[config.mk]
export PLATFORM = sky130hd
export DESIGN_NAME = kf_frame_sequencer_flat
export DESIGN_NICKNAME = d
export VERILOG_FILES = /design/src/rtl/kf_frame_sequencer_if.sv /design/src/rtl/kf_frame_sequencer.sv /design/src/flat_wrapper.sv
export SDC_FILE = /design/constraint.sdc
export NUM_CORES = 1
export LEC_CHECK = 0
export ABC_CLOCK_PERIOD_IN_PS = 6300
export BUFFER_PORTS_ARGS = -buffer_cell sky130_fd_sc_hd__buf_2
export CELL_PAD_IN_SITES_DETAIL_PLACEMENT = 1
export CELL_PAD_IN_SITES_GLOBAL_PLACEMENT = 2
export CORE_MARGIN = 4
export CORE_UTILIZATION = 30
export DETAILED_ROUTE_END_ITERATION = 7
export PLACE_DENSITY_LB_ADDON = 0.1
export SYNTH_ARGS = -nofsm -noshare
export SYNTH_HDL_FRONTEND = slang
export SYNTH_SLANG_ARGS = --single-unit
[constraint.sdc]
create_clock -name clk -period 6.3 [get_ports clk]
set_clock_uncertainty 0.1 [all_clocks]
set_input_delay 0.63 -clock clk [delete_from_list [all_inputs] [get_ports clk]]
set_output_delay 0.63 -clock clk [all_outputs]
set_load 0.05 [all_outputs]
[src/rtl/kf_frame_sequencer_if.sv]
//============================================================================
// Module   : kf_frame_sequencer_if
// Purpose  : Bundles the sample input stream, the top_kf operand/launch bus
//            and the estimate output stream of kf_frame_sequencer.
// Revision : 1.0 - initial release
//============================================================================
`timescale 1ns/1ps
`default_nettype none

interface kf_frame_sequencer_if #(
  parameter int N = 20
);
  // Sample input stream
  logic         s_valid;
  logic         s_ready;
  logic [N-1:0] s_u00;
  logic [N-1:0] s_z00;
  logic [N-1:0] s_z10;
  // top_kf launch / completion and operands
  logic         kf_start;
  logic         kf_done;
  logic [N-1:0] kf_x00_post;
  logic [N-1:0] kf_x10_post;
  logic [N-1:0] kf_u00;
  logic [N-1:0] kf_u10;
  logic [N-1:0] kf_z00;
  logic [N-1:0] kf_z10;
  logic [N-1:0] kf_x00_prev;
  logic [N-1:0] kf_x10_prev;
  // Estimate output stream
  logic         m_valid;
  logic         m_ready;
  logic [N-1:0] m_x00;
  logic [N-1:0] m_x10;
  logic         m_timeout;

  // Sequencer side
  modport master (
    input  s_valid, s_u00, s_z00, s_z10,
    input  kf_done, kf_x00_post, kf_x10_post,
    input  m_ready,
    output s_ready,
    output kf_start, kf_u00, kf_u10, kf_z00, kf_z10, kf_x00_prev, kf_x10_prev,
    output m_valid, m_x00, m_x10, m_timeout
  );

  // Environment side (sample source, top_kf, estimate sink)
  modport slave (
    output s_valid, s_u00, s_z00, s_z10,
    output kf_done, kf_x00_post, kf_x10_post,
    output m_ready,
    input  s_ready,
    input  kf_start, kf_u00, kf_u10, kf_z00, kf_z10, kf_x00_prev, kf_x10_prev,
    input  m_valid, m_x00, m_x10, m_timeout
  );
endinterface

`default_nettype wire

[src/rtl/kf_frame_sequencer.sv]
//============================================================================
// Module   : kf_frame_sequencer
// Purpose  : Per-frame initiator for top_kf. Accepts one sample, launches a
//            filter frame, waits for completion under a watchdog, feeds the
//            posterior back as the next prior and emits the estimate.
// Revision : 1.0 - initial release
//============================================================================
`timescale 1ns/1ps
`default_nettype none

module kf_frame_sequencer #(
  parameter int N       = 20,
  parameter int FRAC    = 10,
  parameter int TIMEOUT = 38,
  parameter int CNT_W   = 16
) (
  input  wire logic             clk,
  input  wire logic             rst,
  input  wire logic             clear_state_i,
  kf_frame_sequencer_if.master  bus,
  output logic                  timeout_err_o,
  output logic [CNT_W-1:0]      frame_cnt_o
);

  // Words are opaque here; only a sanity check on the fixed-point format.
  if (FRAC < 0 || FRAC >= N) begin : g_bad_frac
    $error("kf_frame_sequencer: FRAC must lie in [0, N)");
  end

  localparam int             C_CW        = (TIMEOUT > 1) ? $clog2(TIMEOUT) : 1;
  localparam logic [C_CW-1:0] C_WAIT_LAST = C_CW'(TIMEOUT - 1);

  typedef enum logic [1:0] {
    ST_IDLE   = 2'd0,
    ST_LAUNCH = 2'd1,
    ST_WAIT   = 2'd2,
    ST_OUT    = 2'd3
  } state_t;

  state_t           state_q;
  logic [C_CW-1:0]  cnt_q;
  logic [C_CW-1:0]  cnt_d;
  logic             s_ready_q;
  logic             kf_start_q;
  logic [N-1:0]     u00_q;
  logic [N-1:0]     z00_q;
  logic [N-1:0]     z10_q;
  logic [N-1:0]     x00_prev_q;
  logic [N-1:0]     x10_prev_q;
  logic             m_valid_q;
  logic [N-1:0]     m_x00_q;
  logic [N-1:0]     m_x10_q;
  logic             m_timeout_q;
  logic             timeout_err_q;
  logic [CNT_W-1:0] frame_cnt_q;

  // Watchdog counter next value; it only runs while waiting for kf_done.
  always_comb begin
    cnt_d = cnt_q + C_CW'(1);
  end

  // Frame sequencing FSM; every output is a register updated here.
  always_ff @(posedge clk or posedge rst) begin
    if (rst) begin
      state_q       <= ST_IDLE;
      cnt_q         <= '0;
      s_ready_q     <= 1'b0;
      kf_start_q    <= 1'b0;
      u00_q         <= '0;
      z00_q         <= '0;
      z10_q         <= '0;
      x00_prev_q    <= '0;
      x10_prev_q    <= '0;
      m_valid_q     <= 1'b0;
      m_x00_q       <= '0;
      m_x10_q       <= '0;
      m_timeout_q   <= 1'b0;
      timeout_err_q <= 1'b0;
      frame_cnt_q   <= '0;
    end else begin
      case (state_q)
        ST_IDLE: begin
          // Clearing in the accept cycle means the accepted frame starts from zero.
          if (clear_state_i) begin
            x00_prev_q <= '0;
            x10_prev_q <= '0;
          end
          if (bus.s_valid && s_ready_q) begin
            u00_q      <= bus.s_u00;
            z00_q      <= bus.s_z00;
            z10_q      <= bus.s_z10;
            s_ready_q  <= 1'b0;
            kf_start_q <= 1'b1;
            state_q    <= ST_LAUNCH;
          end else begin
            s_ready_q  <= 1'b1;
          end
        end

        ST_LAUNCH: begin
          kf_start_q <= 1'b0;
          cnt_q      <= '0;
          state_q    <= ST_WAIT;
        end

        ST_WAIT: begin
          cnt_q <= cnt_d;
          // Done wins over a coincident watchdog expiry.
          if (bus.kf_done) begin
            x00_prev_q  <= bus.kf_x00_post;
            x10_prev_q  <= bus.kf_x10_post;
            m_x00_q     <= bus.kf_x00_post;
            m_x10_q     <= bus.kf_x10_post;
            m_timeout_q <= 1'b0;
            frame_cnt_q <= frame_cnt_q + CNT_W'(1);
            m_valid_q   <= 1'b1;
            state_q     <= ST_OUT;
          end else if (cnt_q == C_WAIT_LAST) begin
            // Abandoned frame: report the unchanged prior as the estimate.
            m_x00_q       <= x00_prev_q;
            m_x10_q       <= x10_prev_q;
            m_timeout_q   <= 1'b1;
            timeout_err_q <= 1'b1;
            m_valid_q     <= 1'b1;
            state_q       <= ST_OUT;
          end
        end

        ST_OUT: begin
          if (bus.m_ready) begin
            m_valid_q <= 1'b0;
            s_ready_q <= 1'b1;
            state_q   <= ST_IDLE;
          end
        end

        default: begin
          state_q <= ST_IDLE;
        end
      endcase
    end
  end

  assign bus.s_ready     = s_ready_q;
  assign bus.kf_start    = kf_start_q;
  assign bus.kf_u00      = u00_q;
  assign bus.kf_u10      = '0;
  assign bus.kf_z00      = z00_q;
  assign bus.kf_z10      = z10_q;
  assign bus.kf_x00_prev = x00_prev_q;
  assign bus.kf_x10_prev = x10_prev_q;
  assign bus.m_valid     = m_valid_q;
  assign bus.m_x00       = m_x00_q;
  assign bus.m_x10       = m_x10_q;
  assign bus.m_timeout   = m_timeout_q;
  assign timeout_err_o   = timeout_err_q;
  assign frame_cnt_o     = frame_cnt_q;

endmodule

`default_nettype wire
[src/flat_wrapper.sv]
// flat-port wrapper written by rule: the top's interface ports become plain ports
module kf_frame_sequencer_flat 
#(
  parameter int N       = 20,
  parameter int FRAC    = 10,
  parameter int TIMEOUT = 38,
  parameter int CNT_W   = 16
)
  (clk, rst, clear_state_i, timeout_err_o, frame_cnt_o, bus_s_valid, bus_s_u00, bus_s_z00, bus_s_z10, bus_kf_done, bus_kf_x00_post, bus_kf_x10_post, bus_m_ready, bus_s_ready, bus_kf_start, bus_kf_u00, bus_kf_u10, bus_kf_z00, bus_kf_z10, bus_kf_x00_prev, bus_kf_x10_prev, bus_m_valid, bus_m_x00, bus_m_x10, bus_m_timeout);
  kf_frame_sequencer_if #(.N(N)) bus_i ();
  input  wire logic clk;
  input  wire logic rst;
  input  wire logic clear_state_i;
  output logic timeout_err_o;
  output logic [CNT_W-1:0] frame_cnt_o;
  input wire logic [$bits(bus_i.s_valid)-1:0] bus_s_valid;
  input wire logic [$bits(bus_i.s_u00)-1:0] bus_s_u00;
  input wire logic [$bits(bus_i.s_z00)-1:0] bus_s_z00;
  input wire logic [$bits(bus_i.s_z10)-1:0] bus_s_z10;
  input wire logic [$bits(bus_i.kf_done)-1:0] bus_kf_done;
  input wire logic [$bits(bus_i.kf_x00_post)-1:0] bus_kf_x00_post;
  input wire logic [$bits(bus_i.kf_x10_post)-1:0] bus_kf_x10_post;
  input wire logic [$bits(bus_i.m_ready)-1:0] bus_m_ready;
  output wire logic [$bits(bus_i.s_ready)-1:0] bus_s_ready;
  output wire logic [$bits(bus_i.kf_start)-1:0] bus_kf_start;
  output wire logic [$bits(bus_i.kf_u00)-1:0] bus_kf_u00;
  output wire logic [$bits(bus_i.kf_u10)-1:0] bus_kf_u10;
  output wire logic [$bits(bus_i.kf_z00)-1:0] bus_kf_z00;
  output wire logic [$bits(bus_i.kf_z10)-1:0] bus_kf_z10;
  output wire logic [$bits(bus_i.kf_x00_prev)-1:0] bus_kf_x00_prev;
  output wire logic [$bits(bus_i.kf_x10_prev)-1:0] bus_kf_x10_prev;
  output wire logic [$bits(bus_i.m_valid)-1:0] bus_m_valid;
  output wire logic [$bits(bus_i.m_x00)-1:0] bus_m_x00;
  output wire logic [$bits(bus_i.m_x10)-1:0] bus_m_x10;
  output wire logic [$bits(bus_i.m_timeout)-1:0] bus_m_timeout;
  assign bus_i.s_valid = bus_s_valid;
  assign bus_i.s_u00 = bus_s_u00;
  assign bus_i.s_z00 = bus_s_z00;
  assign bus_i.s_z10 = bus_s_z10;
  assign bus_i.kf_done = bus_kf_done;
  assign bus_i.kf_x00_post = bus_kf_x00_post;
  assign bus_i.kf_x10_post = bus_kf_x10_post;
  assign bus_i.m_ready = bus_m_ready;
  assign bus_s_ready = bus_i.s_ready;
  assign bus_kf_start = bus_i.kf_start;
  assign bus_kf_u00 = bus_i.kf_u00;
  assign bus_kf_u10 = bus_i.kf_u10;
  assign bus_kf_z00 = bus_i.kf_z00;
  assign bus_kf_z10 = bus_i.kf_z10;
  assign bus_kf_x00_prev = bus_i.kf_x00_prev;
  assign bus_kf_x10_prev = bus_i.kf_x10_prev;
  assign bus_m_valid = bus_i.m_valid;
  assign bus_m_x00 = bus_i.m_x00;
  assign bus_m_x10 = bus_i.m_x10;
  assign bus_m_timeout = bus_i.m_timeout;
  kf_frame_sequencer #(.N(N), .FRAC(FRAC), .TIMEOUT(TIMEOUT), .CNT_W(CNT_W)) u_core (.clk(clk), .rst(rst), .clear_state_i(clear_state_i), .bus(bus_i), .timeout_err_o(timeout_err_o), .frame_cnt_o(frame_cnt_o));
endmodule
; ---- Word-level counts from Yosys, hierarchy flattened
; Cells that the tools add are included.
[totals]
ff_bits = 169
in_bits = 106
word_cells = 69
output_inout_bits = 181
[classes]
eq_ne = 9
n_bitwise = 1
n_reduce_logical = 17
mux = 25
addsub = 2
[op_table]
columns = operator, count
row1 = $mux W20, 7
row2 = $pmux W20 S2, 2
row3 = $add A16 B1 Y16 const B, 1
row4 = $pmux W6 S2, 1
row5 = $reduce_and A3 Y1, 4
row6 = $reduce_bool A2 Y1, 6
row7 = $reduce_and A2 Y1, 5
row8 = $mux W2, 4
row9 = $pmux W2 S4, 1
row10 = $mux W1, 7
row11 = $add A6 B1 Y6 const B, 1
row12 = $eq A6 B6 Y1 const B, 1
row13 = $ne A2 B2 Y1 const B, 3
row14 = $pmux W1 S2, 3
row15 = $eq A2 B2 Y1 const B, 2
row16 = $ne A3 B2 Y1 const B, 1
row17 = $eq A2 B1 Y1 const B, 1
row18 = $logic_not A2 Y1, 1
row19 = $ne A2 B1 Y1 const B, 1
row20 = $logic_and A1 B1 Y1, 1
row21 = $not A1 Y1, 1

; ---- Depth between registers and ports, before layout
[logic_depth]
ltp_word = 4
mapped_depth = 8
ltp_nobuf = 6

; ---- Worst setup path before layout
; Ideal clock, no wire load.
[synth_timing]
path_type = register -> register
startpoint = reg u_core.frame_cnt_q[0] (netlist: u_core.frame_cnt_o[0])
endpoint = reg u_core.frame_cnt_q[14] (netlist: u_core.frame_cnt_o[14])
synth_period_minus_slack_ns = 1.936
path_stages_with_launch = 6
t_arrival_ns = 1.695
setup_time_ns = 0.141
required_time_ns = 6.059
setup_slack_ns = 4.364
path_cell_list = dfrtp_1 ha_1 nand3_1 nor3_1 nand4_1 xnor2_1
[synth_via]
elab_chain_len = 1
[synth_rtl]
columns = element, line_no
row1 = "start, declared", kf_frame_sequencer.sv:55  ; logic [CNT_W-1:0] frame_cnt_q;
row2 = "start signal, assigned", kf_frame_sequencer.sv:115  ; frame_cnt_q <= frame_cnt_q + CNT_W'(1);
row3 = $add A16 B1 Y16, kf_frame_sequencer.sv:115
; No other way between the ends.
; A chain may end at the register's enable or synchronous reset.

; ---- Worst setup path in the final report
[layout_timing]
startpoint = reg u_core.state_q[0]
endpoint = reg u_core.x10_prev_q[3] (netlist: u_core.bus.kf_x10_prev[3])
[layout_via]
elab_chain_len = 3
elab_cells_between_ends = 7
classes_between = eq/ne: 3 / mux: 1 / reduce/logical: 3
[layout_rtl]
columns = element, line_no
row1 = "start, declared", kf_frame_sequencer.sv:40  ; state_t state_q;
row2 = "start signal, assigned", kf_frame_sequencer.sv:65  ; state_q <= ST_IDLE;
row3 = "start signal, assigned", kf_frame_sequencer.sv:94  ; state_q <= ST_LAUNCH;
row4 = "start signal, assigned", kf_frame_sequencer.sv:103  ; state_q <= ST_WAIT;
row5 = $eq A2 B2 Y1 / $logic_not A2 Y1 (equally long branches), kf_frame_sequencer.sv:81  ; case (state_q)
row6 = $ne A2 B2 Y1 (no source line) / $reduce_bool A2 Y1 (equally long branches), n/a
row7 = $reduce_and A3 Y1 (no source line), n/a
row8 = "end signal, assigned", kf_frame_sequencer.sv:111  ; x10_prev_q <= bus.kf_x10_post;
row9 = "end, declared", kf_frame_sequencer.sv:49  ; logic [N-1:0] x10_prev_q;
; Parallel ways exist; a longest one is shown, timed or not.

==> impl_metrics.yaml <==
yosys:
  yosysSeqAreaShare_pct: 58.99
  synthAdderAreaFrac_pct: 1.222
  async_flop_share_pct: 100.0
  syn_inst: 555
  yosysMostFrequentCell: "dfrtp_1"
  synth_common_cells: "dfrtp_1 (169), mux2_2 (62), a22o_1 (41)"
  synthXorXnorAreaFrac_pct: 1.955
  synth_edf_count: 0
  syn_area_um2: 7169
  synth_compound_area_share_pct: 15.79
  synth_mux_area_share_pct: 9.738
  ys_warn_count: 0
  ys_ff_latch: 169
  synth_area_leaders: "dfrtp_1 (59%), mux2_2 (9.7%), a22o_1 (5.0%)"
  synthDistinctLibCells: 39
  yosysTopAreaCell: "dfrtp_1"
  synth_top_area_share_pct: 58.99
  synthSimpleGateAreaFrac_pct: 7.330
  synth_top_family_by_area: "compound AO/OA/AOI/OAI gates"
  synth-main-ff-cell: "dfrtp_1"
  syn_avg_cell_area_um2: 12.92
worst_setup_path:
  crit_required_ns: 6.55
  reg2reg_to: "u_core.bus.kf_x10_prev[3]"
  arrival_ns: 2.86
  startpoint_type: "flip-flop"
  reg2reg_from: "u_core.state_q[0]"
  critPathTopFamily: "buffers and inverters"
  crit_fanout: 53
  cp-end-kind: "flip-flop"
  crit_chain: "inv_1 -> ha_2 -> buf_4 -> inv_1 -> nor2_1 -> a211o_1 -> buf_4 -> a22o_1"
  rr_worst_depth: 8
  slowest_stage: "buf_4"
  r2r_slack_ns: 3.69
  worst-setup-path-type: "reg2reg"
  worstSetupPathDepth: 8
  crit_buf_inv: 4
  cp-endpoint: "u_core.bus.kf_x10_prev[3]"
  cpPeakStageDelay_ns: 0.51
  critPathLaunch: "u_core.state_q[0]"
timing:
  slew_viol_final: 0
  setup_tns_ns: 0
  min_period_over_period_pct: 41.37
  min_period_ns: 2.607
  hold_ws_ns: 0.2567
  worst_slew_pin_slew_ns: 1.019
  relSlewSlack_pct: 32.08
  max_freq_mhz: 383.6
  hold_viol: 0
  setup_violations: 0
  rsz0062_at_grt: "false"
grt:
  antenna_found_initial: 2
  grt_usage_pct: 16.28
  grt.overflow.total: 0
  grt_pass1_wl_um: 33730
  grt_pass1_vias: 5956
  grt_start_max_net_pins: 89
power_and_ir_drop:
  switchingPower_w: 0.002958
  cellPowerDensity_nw_per_um2: 631.7
  peakVddDrop_v: 0.0002985
  sw_frac_of_total_pct: 50.02
  total_power_w: 0.005914
  p_seq_share_pct: 30.5
  comb_power_share_pct: 50.9
  power.clock.fraction_pct: 18.6
  p_leak_nw: 4.579
  internal_power_w: 0.002956
drt:
  remaining_drc_errors: 0
  wl_um: 21770
  via_count: 5457
  drt_iter0_drc: 211
  wl_per_cell_um: 19.08
  antenna_left: 0
  drt-pass1-iter-count: 4
  post_drt_via_cell_ratio: 4.783
clock_tree:
  cts_resized: 0
  insertion_delay_ns: 0.42
  numCtsBuffers: 17
  cts.htree.levels: 4
  cts_tree: "built"
  cts_hold_buf: 0
  cts.sinks: 169
  clk_pin_slew_ns: 0.07
  cts-root-buf: "clkbuf_16"
  clk_path_buf_depth: 2
  post-cts-setup-buffers: 0
die:
  start_util_pct: 30.54
  die_h_um: 162.6
  io_pins: 287
  core-area_um2: 23470
  core.rowCount: 56
  die_area_um2: 26440
  die_width_um: 162.6
final_layout:
  drive_gt1_share_pct: 45.68
  nets: 921
  final_util_pct: 39.88
  syn_to_final_growth_pct: 30.58
hold_path:
  hold_class: "in2async"
placement:
  numPortBuffers: 266
  place_congestion: 0.7340
  dp_hpwl_um: 15060
outcome:
  status: "completed"
run:
  maxCapViolCount: 0
## area by class of cell
class	count	area [um2]
Sequential cell	169	4229
Timing Repair Buffer	274	1391
Clock buffer	18	429.2
Inverter	11	46.29
Antenna cell	1	2.502
Clock inverter	14	185.2
Tap cell	319	399.1
Fill cell	2574	14110
Multi-Input combinational cell	335	2679
## worst reg2reg max path, cell delays in order (launching register included)
cell and delay (ns):
dfrtp_1 0.41, inv_1 0.11, ha_2 0.17, buf_4 0.51, inv_1 0.19, nor2_1 0.24
a211o_1 0.14, buf_4 0.42, a22o_1 0.25
## kinds of logic after synthesis
| logic type | after synthesis |
|---|---|
| compound gates | 141 |
| other cells | 1 |
| fa+ha+maj | 7 |
| mux | 62 |
| buf+inv | 70 |
| simple gates | 89 |
| xor+xnor | 16 |
| flops | 169 |
## power groups by stage
stage / Clock, W / Sequential, W / Combinational, W
6_report: 0.00110 / 0.00180 / 0.00301
5_1_grt: 0.00119 / 0.00187 / 0.00316
3_3_place_gp: 0 / 0.00181 / 0.00301
3_5_place_dp: 0 / 0.00182 / 0.00305
2_1_floorplan: 0 / 0.00323 / 0.000838
4_1_cts: 0.00114 / 0.00181 / 0.00305
## sequential cells by signal, summed over array words and instances (netlist names)
register	flops
u_core.bus.m_x10	20
u_core.bus.kf_z10	20
u_core.state_q	2
u_core.bus.kf_x10_prev	20
u_core.bus.kf_u00	20
u_core.bus.m_x00	20
u_core.bus.m_timeout	1
u_core.bus.kf_z00	20
u_core.bus.kf_start	1
u_core.bus.s_ready	1
u_core.bus.m_valid	1
u_core.cnt_q	6
u_core.timeout_err_o	1
u_core.bus.kf_x00_prev	20
u_core.frame_cnt_o	16
## cells in the final DEF, fill, tap and decap left out, types with 2 or more instances in the layout
cell	count
buf_2	266
dfrtp_1	169
mux2_2	62
a22o_1	41
nand2b_1	40
o31ai_1	40
a2bb2oi_1	40
conb_1	20
clkbuf_16	17
nor2_1	10
inv_1	10
xnor2_1	10
nand2_1	9
o21ai_0	9
buf_4	8
nand4_1	6
nand3_1	6
xor2_1	6
inv_6	6
ha_1	6
and4_1	3
a21oi_1	3
bufinv_16	3
and3_1	2
nor2b_1	2
nand3b_1	2
clkinvlp_4	2
inv_8	2
## metal layers
metal / up-vias / share of wire [%] / global-route usage (%)
met1: 2776 / 40 / 19.18
met5: - / 0.060 / 0
met4: 2 / 2.2 / 5.147
met2: 166 / 53 / 29.20
li1: 2485 / - / -
met3: 28 / 5.1 / 4.050
## metrics by stage
stage          area, um2  std cells  worst slack [ns]
3_5_place_dp        8745       1108             3.440
3_3_place_gp        8745       1108             3.514
2_1_floorplan       7241        574            0.9949
6_report            9361       1141             3.693
5_1_grt             9361       1141             3.447
4_1_cts             9359       1140             3.602
## worst min-delay path by stage
stage                               from  cells after the start  slack (ns)                    end
floorplan              u_core.state_q[0]                      1        0.43      u_core.state_q[0]
global placement    u_core.timeout_err_o                      1        0.34   u_core.timeout_err_o
detailed placement  u_core.timeout_err_o                      1        0.35   u_core.timeout_err_o
CTS                                  rst                      2        0.29   u_core.bus.kf_z00[9]
global route               bus_s_u00[14]                      2        0.31  u_core.bus.kf_u00[14]
finish                               rst                      2        0.26   u_core.bus.kf_z00[9]
(Power assumes the default switching activity.)
